**src/rtl/mem_port_arbiter_if.sv**
```systemverilog
// Bundle of the fetch, mem-stage and memory-macro signals around the data-memory port arbiter.
// The master side stands for the requesters and the memory macro. The slave side is the arbiter.
interface mem_port_arbiter_if;
  logic        if_req;
  logic [31:0] if_addr;
  logic        if_gnt;
  logic        if_rvalid;
  logic [31:0] if_rdata;

  logic        ma_req;
  logic        ma_wen;
  logic [31:0] ma_addr;
  logic [31:0] ma_wdat;
  logic        ma_gnt;
  logic        ma_rvalid;
  logic [31:0] ma_rdata;

  logic        mem_cs;
  logic        mem_wen;
  logic [31:0] mem_addr;
  logic [31:0] mem_dat_in;
  logic [31:0] mem_dat_out;

  modport master (
    output if_req, if_addr, ma_req, ma_wen, ma_addr, ma_wdat, mem_dat_out,
    input  if_gnt, if_rvalid, if_rdata, ma_gnt, ma_rvalid, ma_rdata,
           mem_cs, mem_wen, mem_addr, mem_dat_in
  );

  modport slave (
    input  if_req, if_addr, ma_req, ma_wen, ma_addr, ma_wdat, mem_dat_out,
    output if_gnt, if_rvalid, if_rdata, ma_gnt, ma_rvalid, ma_rdata,
           mem_cs, mem_wen, mem_addr, mem_dat_in
  );
endinterface

```
**src/rtl/mem_port_arbiter.sv**
```systemverilog
// Shares the single-ported data memory between fetch and the memory-access stage.
// Grants are combinational. Read data is returned to the read's owner after RD_LAT cycles.
module mem_port_arbiter #(
  parameter int RD_LAT     = 1,
  parameter int STARVE_MAX = 4
) (
  input  logic                clk,
  input  logic                rst,
  mem_port_arbiter_if.slave   bus
);

  localparam int LW = $clog2(RD_LAT + 1);
  localparam int SW = $clog2(STARVE_MAX + 1);

  typedef enum logic { IDLE, RD_WAIT } state_t;
  typedef enum logic { OWN_MA, OWN_IF } owner_t;

  state_t          state;
  owner_t          owner;
  logic [LW-1:0]   lat_cnt;
  logic [SW-1:0]   starve_cnt;

  logic            if_win;
  logic            ma_win;
  logic            rd_done;
  logic            starved;

  assign starved = (starve_cnt == SW'(STARVE_MAX));

  // Fetch can only override the mem stage after STARVE_MAX consecutive refusals.
  always_comb begin
    // NOTE: every always_comb output gets a default first, so no path can infer a latch.
    if_win  = 1'b0;
    ma_win  = 1'b0;
    rd_done = 1'b0;
    if (!rst) begin
      if (state == IDLE) begin
        if (starved && bus.if_req)  if_win = 1'b1;
        else if (bus.ma_req)        ma_win = 1'b1;
        else if (bus.if_req)        if_win = 1'b1;
      end else begin
        rd_done = (lat_cnt == LW'(1));
      end
    end
  end

  assign bus.if_gnt     = if_win;
  assign bus.ma_gnt     = ma_win;
  assign bus.mem_cs     = if_win | ma_win;
  assign bus.mem_wen    = ma_win & bus.ma_wen;
  assign bus.mem_addr   = ma_win ? bus.ma_addr : (if_win ? bus.if_addr : '0);
  assign bus.mem_dat_in = ma_win ? bus.ma_wdat : '0;

  assign bus.if_rvalid  = rd_done && (owner == OWN_IF);
  assign bus.ma_rvalid  = rd_done && (owner == OWN_MA);
  assign bus.if_rdata   = bus.if_rvalid ? bus.mem_dat_out : '0;
  assign bus.ma_rdata   = bus.ma_rvalid ? bus.mem_dat_out : '0;

  always_ff @(posedge clk) begin
    // NOTE: sequential state uses non-blocking assignments so every register samples pre-edge values.
    if (rst) begin
      state      <= IDLE;
      owner      <= OWN_MA;
      lat_cnt    <= '0;
      starve_cnt <= '0;
    end else begin
      case (state)
        IDLE: begin
          // Stores complete in the grant cycle. Only reads hold the port.
          if (if_win || (ma_win && !bus.ma_wen)) begin
            owner   <= if_win ? OWN_IF : OWN_MA;
            lat_cnt <= LW'(RD_LAT);
            state   <= RD_WAIT;
          end
        end
        RD_WAIT: begin
          lat_cnt <= lat_cnt - LW'(1);
          if (lat_cnt == LW'(1)) state <= IDLE;
        end
        default: state <= IDLE;
      endcase

      if (if_win)
        starve_cnt <= '0;
      else if (bus.if_req && !starved)
        starve_cnt <= starve_cnt + SW'(1);
    end
  end

endmodule

```
**src/flat_wrapper.sv**
```systemverilog
// flat-port wrapper written by rule: the top's interface ports become plain ports
module mem_port_arbiter_flat 
#(
  parameter int RD_LAT     = 1,
  parameter int STARVE_MAX = 4
)
  (clk, rst, bus_if_req, bus_if_addr, bus_ma_req, bus_ma_wen, bus_ma_addr, bus_ma_wdat, bus_mem_dat_out, bus_if_gnt, bus_if_rvalid, bus_if_rdata, bus_ma_gnt, bus_ma_rvalid, bus_ma_rdata, bus_mem_cs, bus_mem_wen, bus_mem_addr, bus_mem_dat_in);
  mem_port_arbiter_if bus_i ();
  input  logic clk;
  input  logic rst;
  input wire logic [$bits(bus_i.if_req)-1:0] bus_if_req;
  input wire logic [$bits(bus_i.if_addr)-1:0] bus_if_addr;
  input wire logic [$bits(bus_i.ma_req)-1:0] bus_ma_req;
  input wire logic [$bits(bus_i.ma_wen)-1:0] bus_ma_wen;
  input wire logic [$bits(bus_i.ma_addr)-1:0] bus_ma_addr;
  input wire logic [$bits(bus_i.ma_wdat)-1:0] bus_ma_wdat;
  input wire logic [$bits(bus_i.mem_dat_out)-1:0] bus_mem_dat_out;
  output wire logic [$bits(bus_i.if_gnt)-1:0] bus_if_gnt;
  output wire logic [$bits(bus_i.if_rvalid)-1:0] bus_if_rvalid;
  output wire logic [$bits(bus_i.if_rdata)-1:0] bus_if_rdata;
  output wire logic [$bits(bus_i.ma_gnt)-1:0] bus_ma_gnt;
  output wire logic [$bits(bus_i.ma_rvalid)-1:0] bus_ma_rvalid;
  output wire logic [$bits(bus_i.ma_rdata)-1:0] bus_ma_rdata;
  output wire logic [$bits(bus_i.mem_cs)-1:0] bus_mem_cs;
  output wire logic [$bits(bus_i.mem_wen)-1:0] bus_mem_wen;
  output wire logic [$bits(bus_i.mem_addr)-1:0] bus_mem_addr;
  output wire logic [$bits(bus_i.mem_dat_in)-1:0] bus_mem_dat_in;
  assign bus_i.if_req = bus_if_req;
  assign bus_i.if_addr = bus_if_addr;
  assign bus_i.ma_req = bus_ma_req;
  assign bus_i.ma_wen = bus_ma_wen;
  assign bus_i.ma_addr = bus_ma_addr;
  assign bus_i.ma_wdat = bus_ma_wdat;
  assign bus_i.mem_dat_out = bus_mem_dat_out;
  assign bus_if_gnt = bus_i.if_gnt;
  assign bus_if_rvalid = bus_i.if_rvalid;
  assign bus_if_rdata = bus_i.if_rdata;
  assign bus_ma_gnt = bus_i.ma_gnt;
  assign bus_ma_rvalid = bus_i.ma_rvalid;
  assign bus_ma_rdata = bus_i.ma_rdata;
  assign bus_mem_cs = bus_i.mem_cs;
  assign bus_mem_wen = bus_i.mem_wen;
  assign bus_mem_addr = bus_i.mem_addr;
  assign bus_mem_dat_in = bus_i.mem_dat_in;
  mem_port_arbiter #(.RD_LAT(RD_LAT), .STARVE_MAX(STARVE_MAX)) u_core (.clk(clk), .rst(rst), .bus(bus_i));
endmodule
```
**config.mk**
```make
export PLATFORM = sky130hd
export DESIGN_NAME = mem_port_arbiter_flat
export DESIGN_NICKNAME = d
export VERILOG_FILES = /design/src/rtl/mem_port_arbiter_if.sv /design/src/rtl/mem_port_arbiter.sv /design/src/flat_wrapper.sv
export SDC_FILE = /design/constraint.sdc
export NUM_CORES = 1
export LEC_CHECK = 0
export CORE_AREA = 2 2 104 106
export CTS_BUF_LIST = sky130_fd_sc_hd__clkbuf_4
export DETAILED_ROUTE_END_ITERATION = 6
export DIE_AREA = 0 0 106 108
export MAX_ROUTING_LAYER = met4
export SLEW_MARGIN = 20
export SYNTH_ARGS = -nofsm -noshare
export SYNTH_HDL_FRONTEND = slang
export SYNTH_SLANG_ARGS = --single-unit
```
**constraint.sdc**
```tcl
create_clock -name clk -period 2.2 [get_ports clk]
set_input_delay 0.44 -clock clk [delete_from_list [all_inputs] [get_ports clk]]
set_output_delay 0.44 -clock clk [all_outputs]
set_load 0.005 [all_outputs]
```
# Word level (Yosys, flattened, before mapping)

Index checks and enable logic that the tools add are counted.

Memory bits (writable): 0
Flip-flop bits (word level): 6
Bits of input ports: 133
Memories kept: 0
Latch bits: 0
Output and inout port bits: 134
Word-level logic and storage cells: 44
Memory bits (read-only): 0

Bitwise operators: 4
Equal/unequal tests: 2
Order comparisons: 0
Multiplexer cells: 22
Shifts and indexed selects: 0
Reductions and logical operators: 10
Add/subtract/negate cells: 2
Div/mod/pow operators: 0
Multipliers: 0

Operator list:

| kind                                         | count |
|---|---|
| two-way mux 32 bit                           | 5 |
| two-way mux 1 bit                            | 15 |
| logical AND 1 bit                            | 5 |
| one-hot mux 1 bit (2 select lines)           | 2 |
| adder 3 x 1 -> 3 bit (second input constant) | 1 |
| equality test 3 bit (second input constant)  | 1 |
| zero test 1 bit                              | 2 |
| != test 2 bit (second input constant)        | 1 |
| inverter 1 bit                               | 2 |
| AND reduction 2 bit                          | 1 |
| OR reduction 2 bit                           | 1 |
| AND 1 bit                                    | 1 |
| logical OR 1 bit                             | 1 |
| OR 1 bit                                     | 1 |
| subtractor 1 bit (second input constant)     | 1 |

# Logic depth before layout (Yosys ltp)

Depth after elaboration: 9
Gate-level depth with buffers: 8
Mapped depth without buffers: 5

# Worst setup path before layout

Ideal clock, no wire load.

Kind: reg-to-output
Start: register u_core.starve_cnt[0]
End: output port bus_mem_addr[13]
Cell stages (with the launch flop): 8
Arrival time: 1.496 ns
Data required time: 1.760 ns
Slack: 0.264 ns
Cells stage by stage: dfxtp_1 inv_1 ha_1 a21bo_1 and3_1 buf_6 buf_2 a22o_1

Word-level cells in the longest chain between the ends: 7
Elaborated cells on any way between the ends: 10
Classes of those cells: eq/ne (1); mux (8); reduce/logical (1)

Ends and longest elaborated chain:

| what                     | RTL line               | RTL |
|---|---|---|
| start: declaration       | mem_port_arbiter.sv:21 | `logic [SW-1:0] starve_cnt;` |
| start signal: assignment | mem_port_arbiter.sv:86 | `starve_cnt <= starve_cnt + SW'(1);` |
| equality test 3 bit *    | mem_port_arbiter.sv:28 | `assign starved = (starve_cnt == SW'(STARVE_MAX));` |
| logical AND 1 bit *      | mem_port_arbiter.sv:38 | `if (starved && bus.if_req) if_win = 1'b1;` |
| two-way mux 1 bit        | mem_port_arbiter.sv:38 |  |
| two-way mux 1 bit        | mem_port_arbiter.sv:37 | `if (state == IDLE) begin` |
| two-way mux 1 bit        | mem_port_arbiter.sv:36 | `if (!rst) begin` |
| two-way mux 32 bit       | mem_port_arbiter.sv:51 | `assign bus.mem_addr = ma_win ? bus.ma_addr : (if_win ? bus.if_addr : '0);` |
| two-way mux 32 bit *     | mem_port_arbiter.sv:51 |  |
| end: declaration         | flat_wrapper.sv:26     | `output wire logic [$bits(bus_i.mem_addr)-1:0] bus_mem_addr;` |

Every way passes the cells marked *; elsewhere a longest branch is shown, timed or not.

# Worst setup path after layout

Start: register u_core.starve_cnt[1]
End: output port bus_mem_addr[30]

The elaborated chain is that of the path after synthesis.

==> results.md <==
* Cell breakdown of the critical path: inv_2, ha_4, buf_6, a21bo_1, and3_4, buf_16, buf_8, a22o_1, buf_2
* Ys flop type: dfxtp_1
* Drt via density at 4.018
* Die height at 108 um
* Initial antenna violation count at 0
* # H-tree levels at 1
* Overall power at 925.8 uW
* Clk slew on worst S/H paths at 50 ps
* Hpwl dp at 7.441 mm
* Switch Pwr at 261.7 uW
* #FFs+latches synth at 6
* Sequential fraction of the synthesis area at 0.08947
* Peak VDD IR at 0.0002414 V
* Slew Viols, Final at 0
* Syn Std Cell Area at 0.001343 sq mm
* TritonCTS Buffers at 3
* Maximum clock frequency at 0.4266 GHz
* Met2 global-route usage at 0.3028
* Syn avg cell area at 7.218 sq um
* Hold Crit Class: flip-flop to flip-flop
* DRC Markers at 0
* First drt pass iteration count at 4
* Critical Path AT at 1900 ps
* First-pass GRT wire length at 14.60 mm
* Number of flops mapped to enable cells by yosys at 0
* Initial Util at 0.1312
* Clock sinks at 6
* Post-Route WL at 10.19 mm
* Leakage at 2.382 nW
* RD Place Congestion at 0.7952
* Status: finished with violations
* Skew-Pair Late Insertion Delay at 250 ps
* Clock share of power at 0.118
* Count of cell types in the netlist at 25
* CP Launch Point: u_core.starve_cnt[1]$_SDFFE_PP0P_
* Clock Path Buffers at 2
* Met3 usage at 0.05184
* TritonCTS clock tree: done
* # fillers at 1031
* Part of the power in registers at 0.135
* Gate power share at 0.747
* Relative slew slack at 0.7049
* Antenna-violating nets left at 0
* Reg2reg start: u_core.starve_cnt[1]$_SDFFE_PP0P_
* Crit path buf inv count at 5
* Pwr Density at 200.9 mW/mm^2
* Maxcap violations at 0
* Worst Clk Skew at 0.3813 ps
* Fraction of registers with async set/reset at 0
* Row count at 37
* Final setup viols at 54
* Crit path kind: flip-flop to output port
* Critical path launch point type: flip-flop
* Final setup margin at -144.2 ps
* Internal at 664.1 uW
* Syn_nets at 321
* Most Used Layer, Global Route: met2
* Commonest non-fill, non-tap cells in the layout: 131 x clkdlybuf4s50_1, 76 x and2_1, 68 x dlygate4sd2_1, 40 x buf_2, 32 x a22o_1
* Largest net degree at the start of global routing at 34
* Post-CTS Hold Fix Bufs at 0
* Unrepaired setup endpoints after global routing: true
* Vias in the first global route at 2501
* Warnings, synthesis at 0
* Total Neg Setup Slack at -4106 ps
* Final Hold Vio Count at 0
* Die W at 106 um
* Commonest non-fill, non-tap cell in the layout: clkdlybuf4s50_1
* Max incr delay on CP at 330 ps
* Nets at 623
* Crit path max-delay family: buffers and inverters
* Area growth from synthesis to final layout at 243.3%
* Port bufs at 266
* Tmin final at 2344 ps
* # IOs at 267
* Clk Tree Root Cell: clkbuf_4
* Total Routing Usage GR at 0.1689
* Cells after Synth at 186
* Met1 usage at 0.1897
* Worst-Margin Slew at 438.8 ps
* Hold_sp: u_core.lat_cnt$_SDFFE_PP0P_
* Vias at 2499
* Avg WL per Cell at 16.38 um
* Sw Ratio at 0.2827
* Crit end category: output port
* Layout cell share with drive strength beyond 1 at 0.3128
* Core ar. at 0.01023 sq mm
* Worst Path Required at 1760 ps
* Maximum fanout along the worst path at 8
* Slowest library cell on the worst path: dfxtp_2
* Die footprint at 0.01145 sq mm
* Final cycle utilization of the critical path at 1.066
* Gr ovfl total at 0
* Initial DRC count at 137
* Violated checks: negative setup slack
* ANT cells at 0
-- final cells by class --
type,instances,area [sq um],share of cell area
clock buffers,3,22.52,0.004886
inverters,4,15.01,0.003257
multi-input cells,158,1181,0.2562
flip-flops and latches,6,122.6,0.02660
well taps,136,170.2,0.03692
repair buffers,315,3098,0.6721
-- registers in the layout (all words and copies together), names as in the netlist --
register	flops
u_core.lat_cnt	1
u_core.owner	1
u_core.starve_cnt	3
u_core.state	1
-- stage by stage --
step / cell area (sq um) / hold slack (ps) / cells / worst slack [ps] / utilization
after CTS: 4521 / 548.8 / 618 / -148.2 / 0.4418
final: 4609 / 542.4 / 622 / -144.2 / 0.4505
after detailed placement: 4212 / 535.6 / 583 / -478.8 / 0.4116
after global placement: 4212 / 515.7 / 583 / -479.7 / 0.4116
after floorplan: 1343 / 487.1 / 186 / 264.1 / -
after global routing: 4609 / 585.4 / 622 / -219.7 / 0.4505
-- worst min-delay path: stages, from the launching register on --
cell     delay [ps]
dfxtp_1         320
nor3_1           60
a21oi_1         130
-- Yosys cell counts (all sizes together) (3+ instances only) --
master,number,area [sq um]
and2,97,606.8
nor2,4,15.01
clkbuf,7,26.28
inv,4,15.01
a21oi,3,15.01
buf,11,98.85
a22o,32,280.3
nor3,3,20.02
nor2b,3,18.77
dfxtp,6,120.1
-- cells by family (layout without fill, tap and decap cells) --
logic type,Yosys count,in the layout,synth area share
buffers and inverters,22,322,0.1044
muxes,1,1,0.007456
xor gates and xnor gates,1,1,0.006525
AOI/OAI and AO/OA,39,39,0.2460
adders and majority gates,2,2,0.01864
and+or+nand+nor,115,115,0.5275
DFF,6,6,0.08947
-- path summary, 6_finish.rpt --
kind         depth (start not counted)  slack, ps                     endpoint
max                                  9       -140             bus_mem_addr[30]
max reg2reg                         10        370    u_core.owner$_SDFFE_PP0P_
min reg2reg                          2        540  u_core.lat_cnt$_SDFFE_PP0P_
min                                  2        540  u_core.lat_cnt$_SDFFE_PP0P_
-- power by group through the flow --
stage          registers [mW]  clock network (mW)  logic, mW
4_1_cts                 0.125               0.116      0.663
6_report                0.125               0.110      0.691
3_3_place_gp            0.125                   0      0.573
3_5_place_dp            0.125                   0      0.578
2_1_floorplan           0.125                   0      0.145
5_1_grt                 0.126               0.122      0.737
-- timing repair --
item                       4_1_cts  5_1_grt
resized for setup              338       71
pin swaps                       35        8
buffers inserted                24        5
setup endpoints to repair      134       70
cloned                           9        1
-- metal layers --
metal,wire (um),part of all wire
met5,0,0
met4,85,0.0083
met3,911,0.089
met2,5235,0.51
met1,3955,0.39
Note: power is estimated with default switching activity, not from simulation.
